<file path="src/rtl/snitch_icache_pkg.sv">
// Shared instruction-cache types: per-port L0 and shared L1 event vectors, plus perf-counter index layout.
// Latency: n/a (types and constants only). Backpressure: n/a.
package snitch_icache_pkg;

    typedef struct packed {
        logic l0_miss;
        logic l0_hit;
        logic l0_prefetch;
        logic l0_double_hit;
        logic l0_stall;
    } icache_l0_events_t;

    typedef struct packed {
        logic l1_miss;
        logic l1_hit;
        logic l1_stall;
        logic l1_handler_stall;
    } icache_l1_events_t;

    localparam int unsigned L0_EVENT_COUNT = 5;
    localparam int unsigned L1_EVENT_COUNT = 4;

    typedef enum logic [0:0] {
        PERF_IDX_BASE_L0,
        PERF_IDX_BASE_L1
    } icache_perf_idx_base_e;

    // L0 counters are packed port-major from index 0; L1 counters follow all ports.
    function automatic int unsigned perf_idx_base(input int unsigned nr_fetch_ports,
                                                  input icache_perf_idx_base_e sel);
        return (sel == PERF_IDX_BASE_L1) ? nr_fetch_ports * L0_EVENT_COUNT : 0;
    endfunction

endpackage

</file>
<file path="src/rtl/snitch_icache_perf_ctr.sv">
// Single event counter with shadow copy; wraps or saturates at all-ones and flags the roll-over.
// Latency: count/clear/snapshot take effect on the next clock edge; ovf_o is combinational.
// Backpressure: none, one increment may be accepted every cycle.
module snitch_icache_perf_ctr #(
    parameter int unsigned CntWidth = 32,
    parameter bit          Saturate = 1'b0
) (
    input  logic                clk_i,
    input  logic                rst_i,
    input  logic                inc_i,
    input  logic                en_i,
    input  logic                clear_i,
    input  logic                snap_i,
    output logic [CntWidth-1:0] cnt_o,
    output logic [CntWidth-1:0] shadow_o,
    output logic                ovf_o
);

    localparam logic [CntWidth-1:0] One = {{(CntWidth-1){1'b0}}, 1'b1};

    logic at_max;
    logic bump;

    assign at_max = &cnt_o;
    assign bump   = en_i & inc_i;
    assign ovf_o  = bump & at_max;

    always_ff @(posedge clk_i or posedge rst_i) begin
        if (rst_i) begin
            cnt_o    <= '0;
            shadow_o <= '0;
        end else begin
            // Snapshot takes the pre-update value, so snap+clear is an atomic read-and-reset.
            if (snap_i) begin
                shadow_o <= cnt_o;
            end
            if (clear_i) begin
                cnt_o <= '0;
            end else if (bump) begin
                if (!at_max) begin
                    cnt_o <= cnt_o + One;
                end else if (!Saturate) begin
                    cnt_o <= '0;
                end
            end
        end
    end

endmodule

</file>
<file path="src/rtl/snitch_icache_perf_cnt.sv">
// Instruction-cache perf-counter bank (L0 per port + L1) with snapshot bank and indexed read port.
// Latency: 1 cycle read (rd_valid_o = registered rd_req_i). Optional flags: SNITCH_ICACHE_PERF_OVF_IRQ_EN.
// Backpressure: none, a read is accepted every cycle and events are never stalled.
module snitch_icache_perf_cnt
    import snitch_icache_pkg::*;
#(
    parameter int unsigned NrFetchPorts = 2,
    parameter int unsigned CntWidth     = 32,
    parameter bit          Saturate     = 1'b0,
    parameter int unsigned NumCnt       = NrFetchPorts * L0_EVENT_COUNT + L1_EVENT_COUNT,
    parameter int unsigned IdxWidth     = $clog2(NumCnt)
) (
    input  logic                                 clk_i,
    input  logic                                 rst_i,
    input  icache_l0_events_t [NrFetchPorts-1:0] l0_events_i,
    input  icache_l1_events_t                    l1_events_i,
    input  logic                                 en_i,
    input  logic                                 clear_i,
    input  logic                                 snap_i,
    input  logic                                 rd_req_i,
    input  logic [IdxWidth-1:0]                  rd_idx_i,
    input  logic                                 rd_shadow_i,
    output logic                                 rd_valid_o,
    output logic [CntWidth-1:0]                  rd_data_o,
    output logic                                 rd_err_o
`ifdef SNITCH_ICACHE_PERF_OVF_IRQ_EN
    ,
    output logic [NumCnt-1:0]                    ovf_o,
    output logic                                 irq_o
`endif
);

    localparam int unsigned          L1Base   = perf_idx_base(NrFetchPorts, PERF_IDX_BASE_L1);
    localparam int unsigned          NumSlots = 1 << IdxWidth;
    localparam logic [IdxWidth:0]    NumCntW  = (IdxWidth + 1)'(NumCnt);

    logic [NumCnt-1:0]   inc;
    logic [NumCnt-1:0]   ovf_pulse;
    logic [CntWidth-1:0] live_cnt   [NumSlots];
    logic [CntWidth-1:0] shadow_cnt [NumSlots];
    logic                rd_oor;
    logic [CntWidth-1:0] rd_sel;

    // Struct members are MSB-first, so event k of a port sits at bit (COUNT-1-k).
    for (genvar p = 0; p < NrFetchPorts; p++) begin : g_l0_port
        for (genvar k = 0; k < L0_EVENT_COUNT; k++) begin : g_l0_evt
            assign inc[p*L0_EVENT_COUNT + k] = l0_events_i[p][L0_EVENT_COUNT-1-k];
        end
    end

    for (genvar j = 0; j < L1_EVENT_COUNT; j++) begin : g_l1_evt
        assign inc[L1Base + j] = l1_events_i[L1_EVENT_COUNT-1-j];
    end

    for (genvar i = 0; i < NumCnt; i++) begin : g_ctr
        snitch_icache_perf_ctr #(
            .CntWidth (CntWidth),
            .Saturate (Saturate)
        ) i_ctr (
            .clk_i    (clk_i),
            .rst_i    (rst_i),
            .inc_i    (inc[i]),
            .en_i     (en_i),
            .clear_i  (clear_i),
            .snap_i   (snap_i),
            .cnt_o    (live_cnt[i]),
            .shadow_o (shadow_cnt[i]),
            .ovf_o    (ovf_pulse[i])
        );
    end

    // Unpopulated index slots read as zero; the range check flags them as errors.
    for (genvar i = NumCnt; i < NumSlots; i++) begin : g_pad
        assign live_cnt[i]   = '0;
        assign shadow_cnt[i] = '0;
    end

    assign rd_oor = {1'b0, rd_idx_i} >= NumCntW;
    assign rd_sel = rd_shadow_i ? shadow_cnt[rd_idx_i] : live_cnt[rd_idx_i];

    always_ff @(posedge clk_i or posedge rst_i) begin
        if (rst_i) begin
            rd_valid_o <= 1'b0;
            rd_data_o  <= '0;
            rd_err_o   <= 1'b0;
        end else begin
            rd_valid_o <= rd_req_i;
            rd_err_o   <= rd_req_i & rd_oor;
            if (rd_req_i) begin
                rd_data_o <= rd_oor ? '0 : rd_sel;
            end
        end
    end

`ifdef SNITCH_ICACHE_PERF_OVF_IRQ_EN
    always_ff @(posedge clk_i or posedge rst_i) begin
        if (rst_i) begin
            ovf_o <= '0;
        end else if (clear_i) begin
            ovf_o <= '0;
        end else begin
            ovf_o <= ovf_o | ovf_pulse;
        end
    end

    assign irq_o = |ovf_o;
`else
    // Overflow pulses have no consumer in this build.
    logic [NumCnt-1:0] ovf_pulse_unused;
    assign ovf_pulse_unused = ovf_pulse;
`endif

endmodule

</file>
<file path="config.mk">
export PLATFORM = sky130hd
export DESIGN_NAME = snitch_icache_perf_cnt
export DESIGN_NICKNAME = d
export VERILOG_FILES = /design/src/rtl/snitch_icache_pkg.sv /design/src/rtl/snitch_icache_perf_ctr.sv /design/src/rtl/snitch_icache_perf_cnt.sv
export SDC_FILE = /design/constraint.sdc
export NUM_CORES = 2
export LEC_CHECK = 0
export BUFFER_PORTS_ARGS = -buffer_cell sky130_fd_sc_hd__buf_2
export CORE_MARGIN = 2
export CORE_UTILIZATION = 36
export CTS_CLUSTER_SIZE = 40
export DETAILED_ROUTE_END_ITERATION = 6
export PLACE_DENSITY = 0.58
export SLEW_MARGIN = 20
export SYNTH_ARGS = -nofsm -noshare
export SYNTH_HDL_FRONTEND = slang
export SYNTH_SLANG_ARGS = --single-unit
</file>
<file path="constraint.sdc">
create_clock -name clk_i -period 28 [get_ports clk_i]
set_input_delay 1.4 -clock clk_i [delete_from_list [all_inputs] [get_ports clk_i]]
set_output_delay 1.4 -clock clk_i [all_outputs]
set_load 0.02 [all_outputs]
</file>
* Yosys cells after proc, flatten, opt, wreduce, memory -nomap -nowiden
Cells that the tools add are included.
** Cells by class
- Reduce and logical (&&, ||, !) cells :: 28
- Add/subtract/negate cells :: 14
- Mux-type cells :: 50
- Order comparisons :: 2
- Bitwise gates (word level) :: 16
** Operator list (number)
- $mux W32 :: 48
- $add A32 B1 Y32 const B :: 14
- $reduce_and A32 Y1 :: 14
- $bmux W32 S4 :: 2
- $reduce_bool A2 Y1 :: 14
- $and A1 B1 Y1 :: 15
- $ge A5 B5 Y1 const B :: 1
- $not A4 Y5 :: 1
- $ge A4 B4 Y1 const B :: 1
** Word-level totals
- Output and inout port bits :: 34
- Bits in registers :: 930
- Input port bits :: 25
- Logic and storage cells :: 141

* Longest topological paths before layout
- Depth in word-level cells :: 6
- Gate-level depth with buffers :: 10
- Gate-level depth less buffers :: 6

* Hierarchy
From an unflattened synthesis, not the netlist that was laid out.
** Second synthesis, totals
- Cells, all modules :: 4223
- Area, all modules :: 48858.1 um^2
** Modules (own cells, without submodules)
- snitch_icache_perf_ctr (g_ctr[0].i_ctr ...) :: cells each 253, area an instance 2876.5 um^2, seq. area each 1601.5 um^2, times used 11
- snitch_icache_perf_ctr (g_ctr[7].i_ctr ...) :: cells each 262, area an instance 2955.3 um^2, seq. area each 1601.5 um^2, times used 3
- snitch_icache_perf_cnt :: cells each 654, area an instance 8350.5 um^2, seq. area each 850.8 um^2, times used 1

* Worst setup path after synthesis
OpenSTA, ideal clock, no wires.
- Path kind :: input to register
- Start point :: input port rd_idx_i[0]
- End point :: register rd_data_o[22]
- Required time :: 27.854 ns
- Setup slack :: 24.578 ns
- Setup time :: 0.146 ns
- Arrival :: 3.275 ns
- Buffers on the path :: 4
- Stages on the path :: 8
- Cell sequence :: buf_2 buf_4 buf_4 buf_1 mux4_2 mux4_2 nand2_1 o221ai_1
** On the way
- Longest elaborated chain between the ends :: 6
- Elaborated cells on any way between the ends :: 10
- Those cells by class :: order compare (1); mux (8); bitwise (1)
** RTL lines
- from (decl) :: RTL line snitch_icache_perf_cnt.sv:21 : input logic [IdxWidth-1:0] rd_idx_i,
- $not A4 Y5 (implied by the code) :: RTL line snitch_icache_perf_cnt.sv:79 : assign rd_sel = rd_shadow_i ? shadow_cnt[rd_idx_i] : live_cnt[rd_idx_i];
- $bmux W32 S4 :: RTL line snitch_icache_perf_cnt.sv:79
- $mux W32 (implied by the code) (2 in series) :: RTL line snitch_icache_perf_cnt.sv:79
- $mux W32 :: RTL line snitch_icache_perf_cnt.sv:79
- $mux W32 (*) :: RTL line snitch_icache_perf_cnt.sv:90 : rd_data_o <= rd_oor ? '0 : rd_sel;
- to (signal assigned) :: RTL line snitch_icache_perf_cnt.sv:90
- to (decl) :: RTL line snitch_icache_perf_cnt.sv:24 : output logic [CntWidth-1:0] rd_data_o,
Every way passes the cells marked *; elsewhere a longest branch is shown, timed or not. The select of a mux whose other input is x is not followed.
A chain may end at the register's enable or synchronous reset.

* Final worst setup path
- Start point :: input port rd_idx_i[0]
- End point :: register rd_data_o[28]
The elaborated chain is that of the path after synthesis.

==> metrics.cfg <==
[sta]
timing.final.hold_violations = 0
fin_skew_ns = 0.03937
fmax_mhz = 220.8
tightestPinTransition_ns = 1.228
final_max_slew_viol_count = 0
whs_ns = 0.4985
fin_tns_setup_ns = 0
relSlewSlack = 0.1795
period_share = 0.1617
fin_crit_ns = 4.529
setup_viol = 0
rsz0062_at_grt = false

[floorplan]
std_cell_rows = 135
initial_core_util = 0.3615
io_pins = 59
die-area_mm2 = 0.1386
coreArea_mm2 = 0.1351
dieWidth_um = 372.4
die_h_um = 372.4

[yosys]
synth_warnings = 0
yosys.area_share.adder = 0.003586
yosys.area_share.simple = 0.1601
synth_most_common_cell = dfrtp_1
syn-num-nets = 4393
async_reset_ff_frac = 1.000
avgSynthCellArea_um2 = 11.22
synth.top_cell.area_share = 0.4764
ys.flop_type = dfrtp_1
synth_top_family_by_area = multiplexers
synth_edf_count = 0
synthMuxAreaShare = 0.2133
synthDistinctLibCells = 83
synth_compound_area_frac = 0.05799
synth.area.top_cells = dfrtp_1 48%, mux2_2 10%, mux4_2 8.8%
synth-xor-area-share = 0.06025
synthCells = 4354
synth_area_mm2 = 0.04885
netlist_top_cells_count = 930 x dfrtp_1, 464 x nor2_1, 451 x mux2_2, 310 x nand2_1, 190 x mux4_2
ys_seq_area_frac = 0.4764
ys_ff_latch = 930
synth_top_cell_by_area = dfrtp_1

[clock_network]
numCtsBuffers = 105
path_clk_slew_ns = 0.06
cts_root_buffer = clkbuf_16
tritoncts = built
cts_setup_buffers = 0
clk-insertion-delay-late_ns = 0.73
cts_hold_buf = 0
htree_levels = 3
clock-sinks = 930
clockBufferDepth = 3
cts_resized = 0

[drt]
first_iter_violations = 3663
avgRoutedWirePerCell_um = 25.56
first_pass_iters = 6
ant_nets = 0
vias_per_cell = 5.849
finalWirelength_um = 158200
route.detailed.drc = 0
vias = 36200

[grt]
grt_pass1_vias = 34460
grt_pass1_wl_um = 238200
grt_use_total = 0.2298
antenna_found_initial = 10
grt_overflow = 0
grt_max_degree = 178

[critical_path]
path_max_fanout = 79
cp_cell_sequence = buf_8, buf_4, buf_4, mux2i_1, o21ai_0, o22ai_1, a211oi_2, a211o_1
slowest_stage = buf_4
cp.required_ns = 28.66
timing.critical_path.mode_cell = buf_4
arrival_ns = 5.19
critPathKind = input pin to flip-flop
crit_path_start_kind = input pin
endpoint_kind = flip-flop
critPathMaxStageDelay_ns = 0.94

[cells_and_area]
drive_gt1_frac = 0.2213
area_growth_pct = 11.22
fillers = 12960
fin_nets = 4366

[power_and_ir_drop]
ir_drop_v = 0.00004976
power_switching_uw = 721.2
power_mw = 2.926
powerDensity_mw_per_mm2 = 53.85
power.share.combinational = 0.058
swShare = 0.2465
p_leak_nw = 23.32
seqPwrFrac = 0.468
clockPowerShare = 0.474
p_int_mw = 2.205

[job]
maxCapViolations = 0

[placed_design]
place_congestion = 0.9023
portBuffers = 58
hpwl_um = 113400

[outcome]
outcome = finished, final reports clean

[min_path]
min_path_type = flip-flop to flip-flop

-- layer usage --
layer,track usage,wire [um],vias up,part of all wire
met5,0,43,-,0.00027
met4,0.06642,4449,8,0.028
met3,0.04303,12110,228,0.077
met2,0.3448,70100,1303,0.44
met1,0.3372,71490,18750,0.45
li1,-,-,15900,-
-- critical path, delay by kind of cell --
kind	cells	cell delay (ns)
multiplexers	1	0.15
AO/OA/AOI/OAI	4	1.24
buffers and inverters	3	2.21
-- sequential cells by signal (all words and copies together), names as in the netlist --
name                  cells
rd_data_o                32
rd_err_o                  1
rd_valid_o                1
g_ctr.i_ctr.cnt_o       448
g_ctr.i_ctr.shadow_o    448
-- power by group through the flow --
| stage | clock network, mW | registers, mW | logic [mW] |
|---|---|---|---|
| floorplan | 0 | 1.39 | 0.115 |
| global placement | 0 | 1.39 | 0.170 |
| detailed placement | 0 | 1.39 | 0.171 |
| CTS | 1.41 | 1.37 | 0.172 |
| global route | 1.47 | 1.37 | 0.185 |
| finish | 1.39 | 1.37 | 0.171 |
-- path summary, 6_finish.rpt --
| path | cells past startpoint | to | slack (ns) | from |
|---|---|---|---|---|
| hold / removal | 1 | g_ctr[11].i_ctr.shadow_o[10]$_DFFE_PP0P_ | 0.50 | g_ctr[11].i_ctr.shadow_o[10]$_DFFE_PP0P_ |
| min in group asynchronous | 2 | g_ctr[1].i_ctr.shadow_o[31]$_DFFE_PP0P_ | 0.86 | rst_i |
| hold reg to reg | 1 | g_ctr[11].i_ctr.shadow_o[10]$_DFFE_PP0P_ | 0.50 | g_ctr[11].i_ctr.shadow_o[10]$_DFFE_PP0P_ |
| setup reg to reg | 5 | g_ctr[0].i_ctr.cnt_o[8]$_DFFE_PP0P_ | 24.91 | g_ctr[0].i_ctr.cnt_o[17]$_DFFE_PP0P_ |
| setup / recovery | 8 | rd_data_o[28]$_DFFE_PP0P_ | 23.47 | rd_idx_i[0] |
| max in group asynchronous | 6 | g_ctr[7].i_ctr.shadow_o[13]$_DFFE_PP0P_ | 23.66 | rst_i |
-- cell usage in the layout, fill, tap and decap left out, types with 30 or more instances in the layout --
| cell type | instances |
|---|---|
| dfrtp_1 | 930 |
| nor2_1 | 463 |
| mux2_2 | 451 |
| nand2_1 | 310 |
| mux4_2 | 190 |
| nand4_1 | 181 |
| nand3_1 | 177 |
| xnor2_1 | 169 |
| xor2_1 | 167 |
| o21ai_0 | 130 |
| clkbuf_16 | 108 |
| nor3_1 | 106 |
| mux2i_1 | 106 |
| a21oi_1 | 73 |
| inv_1 | 67 |
| buf_4 | 62 |
| nor4_1 | 60 |
| and3_1 | 58 |
| buf_2 | 54 |
| and4_1 | 46 |
| and2_1 | 34 |
| or4_1 | 30 |
-- logic make-up (layout without fill, tap and decap cells) --
family	Yosys count	after routing
AND/OR/NAND/NOR	1565	1565
flip-flops	930	930
multiplexers	747	747
AO/OA/AOI/OAI	435	435
XOR/XNOR	336	336
buffers and inverters	327	378
adder cells (fa/ha/maj)	14	14
other	0	2
-- per-stage QoR --
| step | area, um^2 | worst slack, ns | util | instances |
|---|---|---|---|---|
| 2_1_floorplan | 48850 | 0.4487 | - | 4354 |
| 3_3_place_gp | 50850 | 22.43 | 0.3763 | 6001 |
| 3_5_place_dp | 50860 | 22.38 | 0.3764 | 6001 |
| 4_1_cts | 54290 | 23.15 | 0.4018 | 6186 |
| 5_1_grt | 54320 | 22.98 | 0.4020 | 6186 |
| 6_report | 54330 | 23.47 | 0.4020 | 6188 |
-- final cells by class --
cell class	instances	area, um^2	area share
antenna	2	5.005	0.00009212
sequential	930	23270	0.4284
tap	1781	2228	0.04102
multi-input combinational	3097	24270	0.4468
clock inverter	28	279.0	0.005136
timing repair buffer	123	843.3	0.01552
inverter	70	271.5	0.004998
clock buffer	157	3157	0.05811
(Power assumes the default switching activity.)
